## config.mk

```make
export PLATFORM = sky130hd
export DESIGN_NAME = fetch_datapath_flat
export DESIGN_NICKNAME = d
export VERILOG_FILES = /design/src/rtl/mips8_pkg.sv /design/src/rtl/fetch_datapath_if.sv /design/src/rtl/fetch_datapath_en_reg.sv /design/src/rtl/fetch_datapath.sv /design/src/flat_wrapper.sv
export SDC_FILE = /design/constraint.sdc
export NUM_CORES = 1
export LEC_CHECK = 0
export ABC_AREA = 1
export CORE_ASPECT_RATIO = 1.75
export CORE_MARGIN = 2
export CORE_UTILIZATION = 37
export CTS_CLUSTER_DIAMETER = 80
export DETAILED_ROUTE_END_ITERATION = 10
export PLACE_DENSITY = 0.87
export SLEW_MARGIN = 15
export SYNTH_ARGS = -nofsm -noshare
export SYNTH_HDL_FRONTEND = slang
export SYNTH_SLANG_ARGS = --single-unit
```

## constraint.sdc

```tcl
create_clock -name clk -period 0.8 [get_ports clk]
set_input_delay 0.12 -clock clk [delete_from_list [all_inputs] [get_ports clk]]
set_output_delay 0.12 -clock clk [all_outputs]
set_load 0.03 [all_outputs]
```

## src/rtl/mips8_pkg.sv

```systemverilog
// Shared definitions for the 8-bit multicycle MIPS datapath: widths,
// next-PC select encodings and instruction field positions.
package mips8_pkg;
  localparam int WIDTH_DEF = 8;
  localparam int IR_BYTES  = 4;

  typedef enum logic [1:0] {
    PCSRC_ALURES = 2'd0,
    PCSRC_ALUOUT = 2'd1,
    PCSRC_JUMP   = 2'd2,
    PCSRC_RSVD   = 2'd3
  } pcsrc_e;

  localparam int OP_MSB    = 31;
  localparam int OP_LSB    = 26;
  localparam int RS_MSB    = 25;
  localparam int RS_LSB    = 21;
  localparam int RT_MSB    = 20;
  localparam int RT_LSB    = 16;
  localparam int RD_MSB    = 15;
  localparam int RD_LSB    = 11;
  localparam int FUNCT_MSB = 5;
  localparam int FUNCT_LSB = 0;

  function automatic logic multi_hot(input logic [IR_BYTES-1:0] v);
    return $countones(v) > 1;
  endfunction
endpackage

```

## src/rtl/fetch_datapath_if.sv

```systemverilog
// Controller-facing bus of the fetch datapath: control inputs, memory/ALU
// operands in, address, PC, instruction fields and status out.
interface fetch_datapath_if #(parameter int WIDTH = mips8_pkg::WIDTH_DEF);
  import mips8_pkg::*;

  logic [WIDTH-1:0]    memdata;
  logic [WIDTH-1:0]    aluresult;
  logic [WIDTH-1:0]    aluout;
  logic                pcen;
  logic                iord;
  logic [IR_BYTES-1:0] irwrite;
  logic [1:0]          pcsource;
  logic                memread;

  logic [WIDTH-1:0]    adr;
  logic [WIDTH-1:0]    pc;
  logic [31:0]         instr;
  logic [5:0]          op;
  logic [5:0]          funct;
  logic [4:0]          rs;
  logic [4:0]          rt;
  logic [4:0]          rd;
  logic [WIDTH-1:0]    imm;
  logic [WIDTH-1:0]    mdr;
  logic                ir_valid;
  logic                ctl_err;

  modport master (
    output memdata, aluresult, aluout, pcen, iord, irwrite, pcsource, memread,
    input  adr, pc, instr, op, funct, rs, rt, rd, imm, mdr, ir_valid, ctl_err
  );

  modport slave (
    input  memdata, aluresult, aluout, pcen, iord, irwrite, pcsource, memread,
    output adr, pc, instr, op, funct, rs, rt, rd, imm, mdr, ir_valid, ctl_err
  );
endinterface

```

## src/rtl/fetch_datapath_en_reg.sv

```systemverilog
// Enabled register with asynchronous active-low clear to a fixed value.
module en_reg #(
  parameter int           W       = 8,
  parameter logic [W-1:0] RST_VAL = '0
) (
  input  logic         clk,
  input  logic         reset,
  input  logic         en,
  input  logic [W-1:0] d,
  output logic [W-1:0] q
);
  logic [W-1:0] data_d;
  logic [W-1:0] data_q;

  always_comb data_d = en ? d : data_q;

  always_ff @(posedge clk or negedge reset) begin
    if (!reset) data_q <= RST_VAL;
    else        data_q <= data_d;
  end

  assign q = data_q;
endmodule

```

## src/rtl/fetch_datapath.sv

```systemverilog
// Fetch front end: PC, byte-assembled IR with load tracking, MDR, address mux
// and instruction field decode, plus a sticky illegal-control flag.
module fetch_datapath
  import mips8_pkg::*;
#(
  parameter int               WIDTH    = WIDTH_DEF,
  parameter logic [WIDTH-1:0] PC_RESET = '0
) (
  input logic             clk,
  input logic             reset,
  fetch_datapath_if.slave bus
);
  logic [WIDTH-1:0]      pc_d;
  logic [WIDTH-1:0]      pc_w;
  logic                  pc_en;
  logic [WIDTH-1:0]      mdr_w;
  logic [IR_BYTES*8-1:0] instr_w;

  logic [IR_BYTES-1:0]   mask_d, mask_q;
  logic                  ir_valid_d, ir_valid_q;
  logic                  ctl_err_d, ctl_err_q;

  always_comb begin
    pc_en = 1'b0;
    pc_d  = bus.aluresult;
    if (bus.pcen) begin
      case (pcsrc_e'(bus.pcsource))
        PCSRC_ALURES: begin pc_en = 1'b1; pc_d = bus.aluresult; end
        PCSRC_ALUOUT: begin pc_en = 1'b1; pc_d = bus.aluout; end
        PCSRC_JUMP:   begin pc_en = 1'b1; pc_d = {instr_w[WIDTH-3:0], 2'b00}; end
        PCSRC_RSVD:   pc_en = 1'b0;
        default:      pc_en = 1'b0;
      endcase
    end
  end

  en_reg #(.W(WIDTH), .RST_VAL(PC_RESET)) u_pc (
    .clk(clk), .reset(reset), .en(pc_en), .d(pc_d), .q(pc_w)
  );

  en_reg #(.W(WIDTH), .RST_VAL('0)) u_mdr (
    .clk(clk), .reset(reset), .en(bus.memread), .d(bus.memdata), .q(mdr_w)
  );

  for (genvar k = 0; k < IR_BYTES; k++) begin : g_ir
    en_reg #(.W(8), .RST_VAL(8'h00)) u_ir_byte (
      .clk(clk), .reset(reset), .en(bus.irwrite[k]),
      .d(bus.memdata[7:0]), .q(instr_w[8*k +: 8])
    );
  end

  // Byte 0 marks the start of a fetch; later bytes accumulate into the mask.
  always_comb begin
    mask_d     = bus.irwrite[0] ? bus.irwrite : (mask_q | bus.irwrite);
    ir_valid_d = (mask_d == '1);
    ctl_err_d  = ctl_err_q;
    if (bus.pcen && (pcsrc_e'(bus.pcsource) == PCSRC_RSVD)) ctl_err_d = 1'b1;
    if (multi_hot(bus.irwrite))                            ctl_err_d = 1'b1;
    if (|(bus.irwrite[IR_BYTES-1:1] & mask_q[IR_BYTES-1:1])) ctl_err_d = 1'b1;
  end

  always_ff @(posedge clk or negedge reset) begin
    if (!reset) begin
      mask_q     <= '0;
      ir_valid_q <= 1'b0;
      ctl_err_q  <= 1'b0;
    end else begin
      mask_q     <= mask_d;
      ir_valid_q <= ir_valid_d;
      ctl_err_q  <= ctl_err_d;
    end
  end

  assign bus.adr      = bus.iord ? bus.aluout : pc_w;
  assign bus.pc       = pc_w;
  assign bus.instr    = instr_w;
  assign bus.op       = instr_w[OP_MSB:OP_LSB];
  assign bus.rs       = instr_w[RS_MSB:RS_LSB];
  assign bus.rt       = instr_w[RT_MSB:RT_LSB];
  assign bus.rd       = instr_w[RD_MSB:RD_LSB];
  assign bus.funct    = instr_w[FUNCT_MSB:FUNCT_LSB];
  assign bus.imm      = instr_w[WIDTH-1:0];
  assign bus.mdr      = mdr_w;
  assign bus.ir_valid = ir_valid_q;
  assign bus.ctl_err  = ctl_err_q;
endmodule

```

## src/flat_wrapper.sv

```systemverilog
// flat-port wrapper written by rule: the top's interface ports become plain ports
module fetch_datapath_flat import mips8_pkg::*;
#(
  parameter int               WIDTH    = WIDTH_DEF,
  parameter logic [WIDTH-1:0] PC_RESET = '0
)
  (clk, reset, bus_memdata, bus_aluresult, bus_aluout, bus_pcen, bus_iord, bus_irwrite, bus_pcsource, bus_memread, bus_adr, bus_pc, bus_instr, bus_op, bus_funct, bus_rs, bus_rt, bus_rd, bus_imm, bus_mdr, bus_ir_valid, bus_ctl_err);
  fetch_datapath_if #(.WIDTH(WIDTH)) bus_i ();
  input logic clk;
  input logic reset;
  input wire logic [$bits(bus_i.memdata)-1:0] bus_memdata;
  input wire logic [$bits(bus_i.aluresult)-1:0] bus_aluresult;
  input wire logic [$bits(bus_i.aluout)-1:0] bus_aluout;
  input wire logic [$bits(bus_i.pcen)-1:0] bus_pcen;
  input wire logic [$bits(bus_i.iord)-1:0] bus_iord;
  input wire logic [$bits(bus_i.irwrite)-1:0] bus_irwrite;
  input wire logic [$bits(bus_i.pcsource)-1:0] bus_pcsource;
  input wire logic [$bits(bus_i.memread)-1:0] bus_memread;
  output wire logic [$bits(bus_i.adr)-1:0] bus_adr;
  output wire logic [$bits(bus_i.pc)-1:0] bus_pc;
  output wire logic [$bits(bus_i.instr)-1:0] bus_instr;
  output wire logic [$bits(bus_i.op)-1:0] bus_op;
  output wire logic [$bits(bus_i.funct)-1:0] bus_funct;
  output wire logic [$bits(bus_i.rs)-1:0] bus_rs;
  output wire logic [$bits(bus_i.rt)-1:0] bus_rt;
  output wire logic [$bits(bus_i.rd)-1:0] bus_rd;
  output wire logic [$bits(bus_i.imm)-1:0] bus_imm;
  output wire logic [$bits(bus_i.mdr)-1:0] bus_mdr;
  output wire logic [$bits(bus_i.ir_valid)-1:0] bus_ir_valid;
  output wire logic [$bits(bus_i.ctl_err)-1:0] bus_ctl_err;
  assign bus_i.memdata = bus_memdata;
  assign bus_i.aluresult = bus_aluresult;
  assign bus_i.aluout = bus_aluout;
  assign bus_i.pcen = bus_pcen;
  assign bus_i.iord = bus_iord;
  assign bus_i.irwrite = bus_irwrite;
  assign bus_i.pcsource = bus_pcsource;
  assign bus_i.memread = bus_memread;
  assign bus_adr = bus_i.adr;
  assign bus_pc = bus_i.pc;
  assign bus_instr = bus_i.instr;
  assign bus_op = bus_i.op;
  assign bus_funct = bus_i.funct;
  assign bus_rs = bus_i.rs;
  assign bus_rt = bus_i.rt;
  assign bus_rd = bus_i.rd;
  assign bus_imm = bus_i.imm;
  assign bus_mdr = bus_i.mdr;
  assign bus_ir_valid = bus_i.ir_valid;
  assign bus_ctl_err = bus_i.ctl_err;
  fetch_datapath #(.WIDTH(WIDTH), .PC_RESET(PC_RESET)) u_core (.clk(clk), .reset(reset), .bus(bus_i));
endmodule
```

Yosys cells after proc, flatten, opt, wreduce, memory -nomap -nowiden:

Index checks and enable logic that the tools add are counted.

* equality and inequality tests: 4
* bitwise gates (word level): 2
* add/sub/neg operators: 3
* reduce and logical (&&, ||, !) cells: 5
* mux-type cells: 9
* magnitude comparators: 1

Operators with widths (number)
* 32-bit adder: 1
* 32-bit by 2-bit > comparator with 1-bit output (second input constant): 1
* 8-bit 2-to-1 mux: 2
* 8-bit one-hot mux with 2 select lines: 1
* 3-bit OR reduction: 2
* 1-bit by 1-bit adder with 2-bit output: 2
* 2-bit == test (second input constant): 2
* 4-bit == test (second input constant): 1
* 1-bit 2-to-1 mux: 4
* 4-bit 2-to-1 mux: 1
* 4-bit OR: 1
* 3-bit bitwise AND: 1
* 3-bit nonzero test: 1
* 2-bit by 1-bit == test with 1-bit output (second input constant): 1
* 2-bit logical NOT: 1
* 1-bit one-hot mux with 2 select lines: 1
* 1-bit logical AND: 1

* bits of input ports: 35
* output and inout bits: 93
* bits in registers: 54
* logic and storage cells: 33

Longest topological paths before layout:

* word-level depth: 5
* gate-level depth with buffers: 7
* gate-level depth less buffers: 7

By module:

From an unflattened synthesis, not the netlist that was laid out.

* cells, all modules: 350
* area, all modules: 2730.1 um^2

By module, submodules not included
* en_reg: seq. area each 200.2 um^2, cells an instance 34, times used 6, area each 305.3 um^2
* fetch_datapath: seq. area each 150.1 um^2, cells an instance 146, times used 1, area each 898.4 um^2

Worst setup path before layout:

No wires, ideal clock.

* kind: in2reg
* start point: in bus_irwrite[2]
* end point: reg u_core.ctl_err_q, in the netlist u_core.bus.ctl_err
* library setup time: 0.122 ns
* data arrival time: 1.140 ns
* path buffers: 0
* data required time: 0.678 ns
* slack: -0.461 ns
* cell stages on the path: 6
* path through: ha_1 > nand2_1 > inv_1 > fa_1 > nor3_1 > nand2_1

* longest elaborated chain between the ends: 5
* elaborated cells between the ends (all ways): 8
* classes of those cells: 2 x add/sub; 1 x order compare; 2 x mux; 1 x bitwise; 2 x reduce/logical

Ends and longest elaborated chain
* start, declared: RTL line flat_wrapper.sv:16 `input wire logic [$bits(bus_i.irwrite)-1:0] bus_irwrite;`
* 1-bit by 1-bit adder with 2-bit output (not written as such): RTL line mips8_pkg.sv:26 `return $countones(v) > 1;`
* 32-bit adder (not written as such): RTL line mips8_pkg.sv:26
* 32-bit by 2-bit > comparator with 1-bit output: RTL line mips8_pkg.sv:26
* 1-bit 2-to-1 mux: RTL line fetch_datapath.sv:58 `if (multi_hot(bus.irwrite)) ctl_err_d = 1'b1;`
* 1-bit 2-to-1 mux: RTL line fetch_datapath.sv:59 `if (|(bus.irwrite[IR_BYTES-1:1] & mask_q[IR_BYTES-1:1])) ctl_err_d = 1'b1;`
* end signal, assigned: RTL line fetch_datapath.sv:70 `ctl_err_q <= ctl_err_d;`
* end, declared: RTL line fetch_datapath.sv:21 `logic ctl_err_d, ctl_err_q;`

Several ways; a longest one is shown, not always the timed one.
A chain may end at the register's enable or synchronous reset.

Final worst setup path:

* start point: reg u_core.u_pc.data_q[4], in the netlist u_core.u_pc.q[4]
* end point: out bus_adr[4]

* longest elaborated chain between the ends: 1

Ends and longest elaborated chain
* start, declared: RTL line fetch_datapath_en_reg.sv:13 `logic [W-1:0] data_q;`
* start signal, assigned: RTL line fetch_datapath_en_reg.sv:19 `else data_q <= data_d;`
* 8-bit 2-to-1 mux: RTL line fetch_datapath.sv:74 `assign bus.adr = bus.iord ? bus.aluout : pc_w;`
* end, declared: RTL line flat_wrapper.sv:19 `output wire logic [$bits(bus_i.adr)-1:0] bus_adr;`

No other way between the ends.

==> results.tsv <==
stage	metric	value	unit
yosys	synth_compound_area_share	0	%
timing	slew_viol_final	0	
status	violations	setup timing	
worst_setup_path	cp_slowest_stage_delay	420	ps
routing	drc_errors	0	
routing	wl_per_cell	15.4	µm
timing	slew_headroom	77.4	%
yosys	syn_area	0.00271	mm²
cts	cts_buffers	5	
power_and_ir_drop	switching_share	34.6	%
worst_setup_path	crit_path_start_kind	flip-flop	
worst_setup_path	cp_top_family	flip-flops	
worst_setup_path	cp_max_fo	2	
worst_setup_path	path_buf_inv	1	
die	die-width	68.7	µm
timing	fmax	801	MHz
power_and_ir_drop	p_comb_share	38.7	%
cts	root_buffer	clkbuf_16	
timing	finalSetupViolations	107	
worst_setup_path	path_class	reg -> out	
timing	finalCritPeriodShare	156	%
timing	fin_skew	2.14	ps
worst_setup_path	end_kind	primary output	
yosys	ys_warn_count	0	
min_path	hold_path_class	in -> reg	
global_routing	grt_overflow	0	
place	dpl.cell_count	508	
die	die_y	117	µm
global_routing	grt_pass1_vias	2507	
cts	clockBufferDepth	2	
finish	areaGrowthSynthToFinish	75.9	%
power_and_ir_drop	p_leak	2.39	nW
finish	fill_cells	517	
place	place_congestion	0.785	
yosys	synth_area_leaders	dfrtp_1 50%, nand2_1 21%, buf_4 10%, mux2_2 6.7%, ha_1 2.3%	
routing	via_per_inst	4.74	
global_routing	grt_pass1_wl	12100	µm
yosys	synthSimpleGateAreaFrac	26.2	%
routing	vias	2543	
worst_setup_path	crit_chain	mux2_4 -> buf_6	
worst_setup_path	r2r_slack	-150	ps
finish	drive_gt1_share	57.6	%
yosys	yosysTopAreaCell	dfrtp_1	
yosys	syn-num-nets	353	
global_routing	track_usage	20.8	%
global_routing	grt_max_degree	55	
cts	clk_latency	290	ps
routing	first_pass_iters	4	
routing	postRouteAntennaNets	0	
die	die-area	0.00804	mm²
power_and_ir_drop	ir_drop	1.76	mV
die	start_util	38.0	%
routing	drt_iter0_drc	88	
timing	worst_slack	-448	ps
worst_setup_path	slowest_stage	dfrtp_2	
place	place_hpwl	5690	µm
timing	tightest_slew	339	ps
yosys	ys_ff_latch	54	
die	io_pins	128	
cts	htree_num_levels	2	
cts	clkSinkCount	54	
yosys	synth_cells	312	
routing	wirelength	8260	µm
power_and_ir_drop	pwr-share-clk	24.2	%
yosys	synth.distinct_cells	19	
finish	stdcell_count	537	
worst_setup_path	crit_required	680	ps
cts	cts_tree	built	
status	status	complete, but fails checks	
yosys	yosysSeqAreaShare	49.9	%
worst_setup_path	arrival	1130	ps
place	port_buffers	127	
timing	rsz0062_at_grt	yes	
yosys	synth_xor_area_share	0	%
yosys	synth_top_family_by_area	simple AND/OR/NAND/NOR gates	
yosys	synth_fa_ha_area_share	3.05	%
cts	clk_pin_slew_worst_paths	70	ps
timing	hold_slack	222	ps
yosys	synth_mux_area_share	6.66	%
yosys	syn_area_per_cell	8.67	µm²
power_and_ir_drop	fin_total_pwr	8.99	mW
finish	n_antenna_cell	0	
power_and_ir_drop	p_sw	3.11	mW
global_routing	antenna_found_initial	0	
run	drv_cap	0	
power_and_ir_drop	intPower	5.88	mW
finish	fin_nets	491	
die	rows	41	
timing	finalCriticalPeriod	1250	ps
yosys	synth_top_area_share	49.9	%
die	core_area	0.00713	mm²
power_and_ir_drop	power_density	1890	mW/mm²
timing	hold_viol	0	
power_and_ir_drop	pwr-share-seq	37.1	%
==> power by group through the flow <==
stage	logic (mW)	clock network, mW	registers [mW]
floorplan	1.25	0	3.78
global placement	2.83	0	3.29
detailed placement	2.88	0	3.31
CTS	3.30	2.23	3.32
global route	3.68	2.34	3.36
finish	3.48	2.18	3.33
==> cells in the final DEF (no fill, tap or decap), types with 4 or more instances in the layout <==
cell type,count
mux2_4,11
buf_6,112
dfrtp_1,9
dfrtp_2,45
clkdlybuf4s50_1,24
buf_12,7
inv_1,4
nand2_2,17
mux2_2,5
inv_2,7
nand2_1,131
nand2_4,7
nor2_1,13
buf_4,24
clkbuf_16,5
nand3_2,5
==> layout make-up <==
type / count / area (µm²) / share of cell area [%]
clock buffers: 6 / 129 / 2.71
clock inverters: 2 / 16.3 / 0.342
inverters: 13 / 53.8 / 1.13
multi-input cells: 202 / 1170 / 24.6
flip-flops and latches: 54 / 1410 / 29.6
well taps: 86 / 108 / 2.26
repair buffers: 174 / 1870 / 39.4
==> Yosys cell counts <==
library cell  instances
buf_2                 5
buf_4                36
buf_6                 2
buf_8                 1
dfrtp_1              54
fa_1                  1
ha_1                  5
inv_1                 8
inv_2                 4
inv_4                 1
mux2_2               16
nand2_1             149
nand2_2               5
nand3_1               8
nor2_1               13
nor2_2                1
nor2_4                1
nor3_1                1
or2_1                 1
==> flip-flops by register name (all words and copies together) (netlist names) <==
signal,cells
u_core.u_pc.q,8
u_core.bus.ctl_err,1
u_core.mask_q,4
u_core.u_mdr.q,8
u_core.bus.ir_valid,1
u_core.g_ir.u_ir_byte.q,32
==> routing by layer <==
layer	up-vias	track usage, %	wire, µm
met1	1219	20.6	2770
li1	1196	-	-
met5	-	0	0
met3	18	4.11	535
met2	110	39.0	4700
met4	0	10.4	257
==> path summary, 6_finish.rpt <==
path / start / to / cells after the start
worst max-delay path: u_core.u_pc.q[4] / bus_adr[4] / 2
max in group asynchronous: reset / u_core.u_pc.q[7] / 3
worst min register to register: u_core.mask_q[0] / u_core.mask_q[0] / 1
min in group asynchronous: reset / u_core.u_mdr.q[2] / 3
worst max register to register: u_core.g_ir[0].u_ir_byte.q[0] / u_core.u_pc.q[2] / 5
worst min-delay path: bus_irwrite[3] / u_core.g_ir[3].u_ir_byte.q[4] / 4
==> per-stage QoR <==
stage	cell area, µm²	util [%]	TNS [ps]	worst slack [ps]
after global routing	4760	66.7	-25200	-469
after CTS	4540	63.6	-22270	-439
after floorplan	2840	-	-1850	-400
after global placement	3940	55.3	-31070	-987
final	4760	66.7	-22230	-448
after detailed placement	3940	55.3	-32360	-1000
==> cells by family after synthesis <==
group / after synthesis
buf+inv: 57
simple gates: 179
mux: 16
fa+ha+maj: 6
flops: 54
==> worst min-delay path: cells and delay by family <==
family | cells | cell delay [ps]
buf+inv | 2 | 250
simple gates | 2 | 110
==> what timing repair did <==
item                                    4_1_cts  5_1_grt
gates resized for setup                     184       44
endpoints found under the setup margin      147      112
pin swaps                                     9       17
gates cloned                                  1        0
hold endpoints to repair                     54        0
hold buffers                                  1        0
setup buffers                                 9       12
Note: power is estimated with default switching activity, not from simulation.
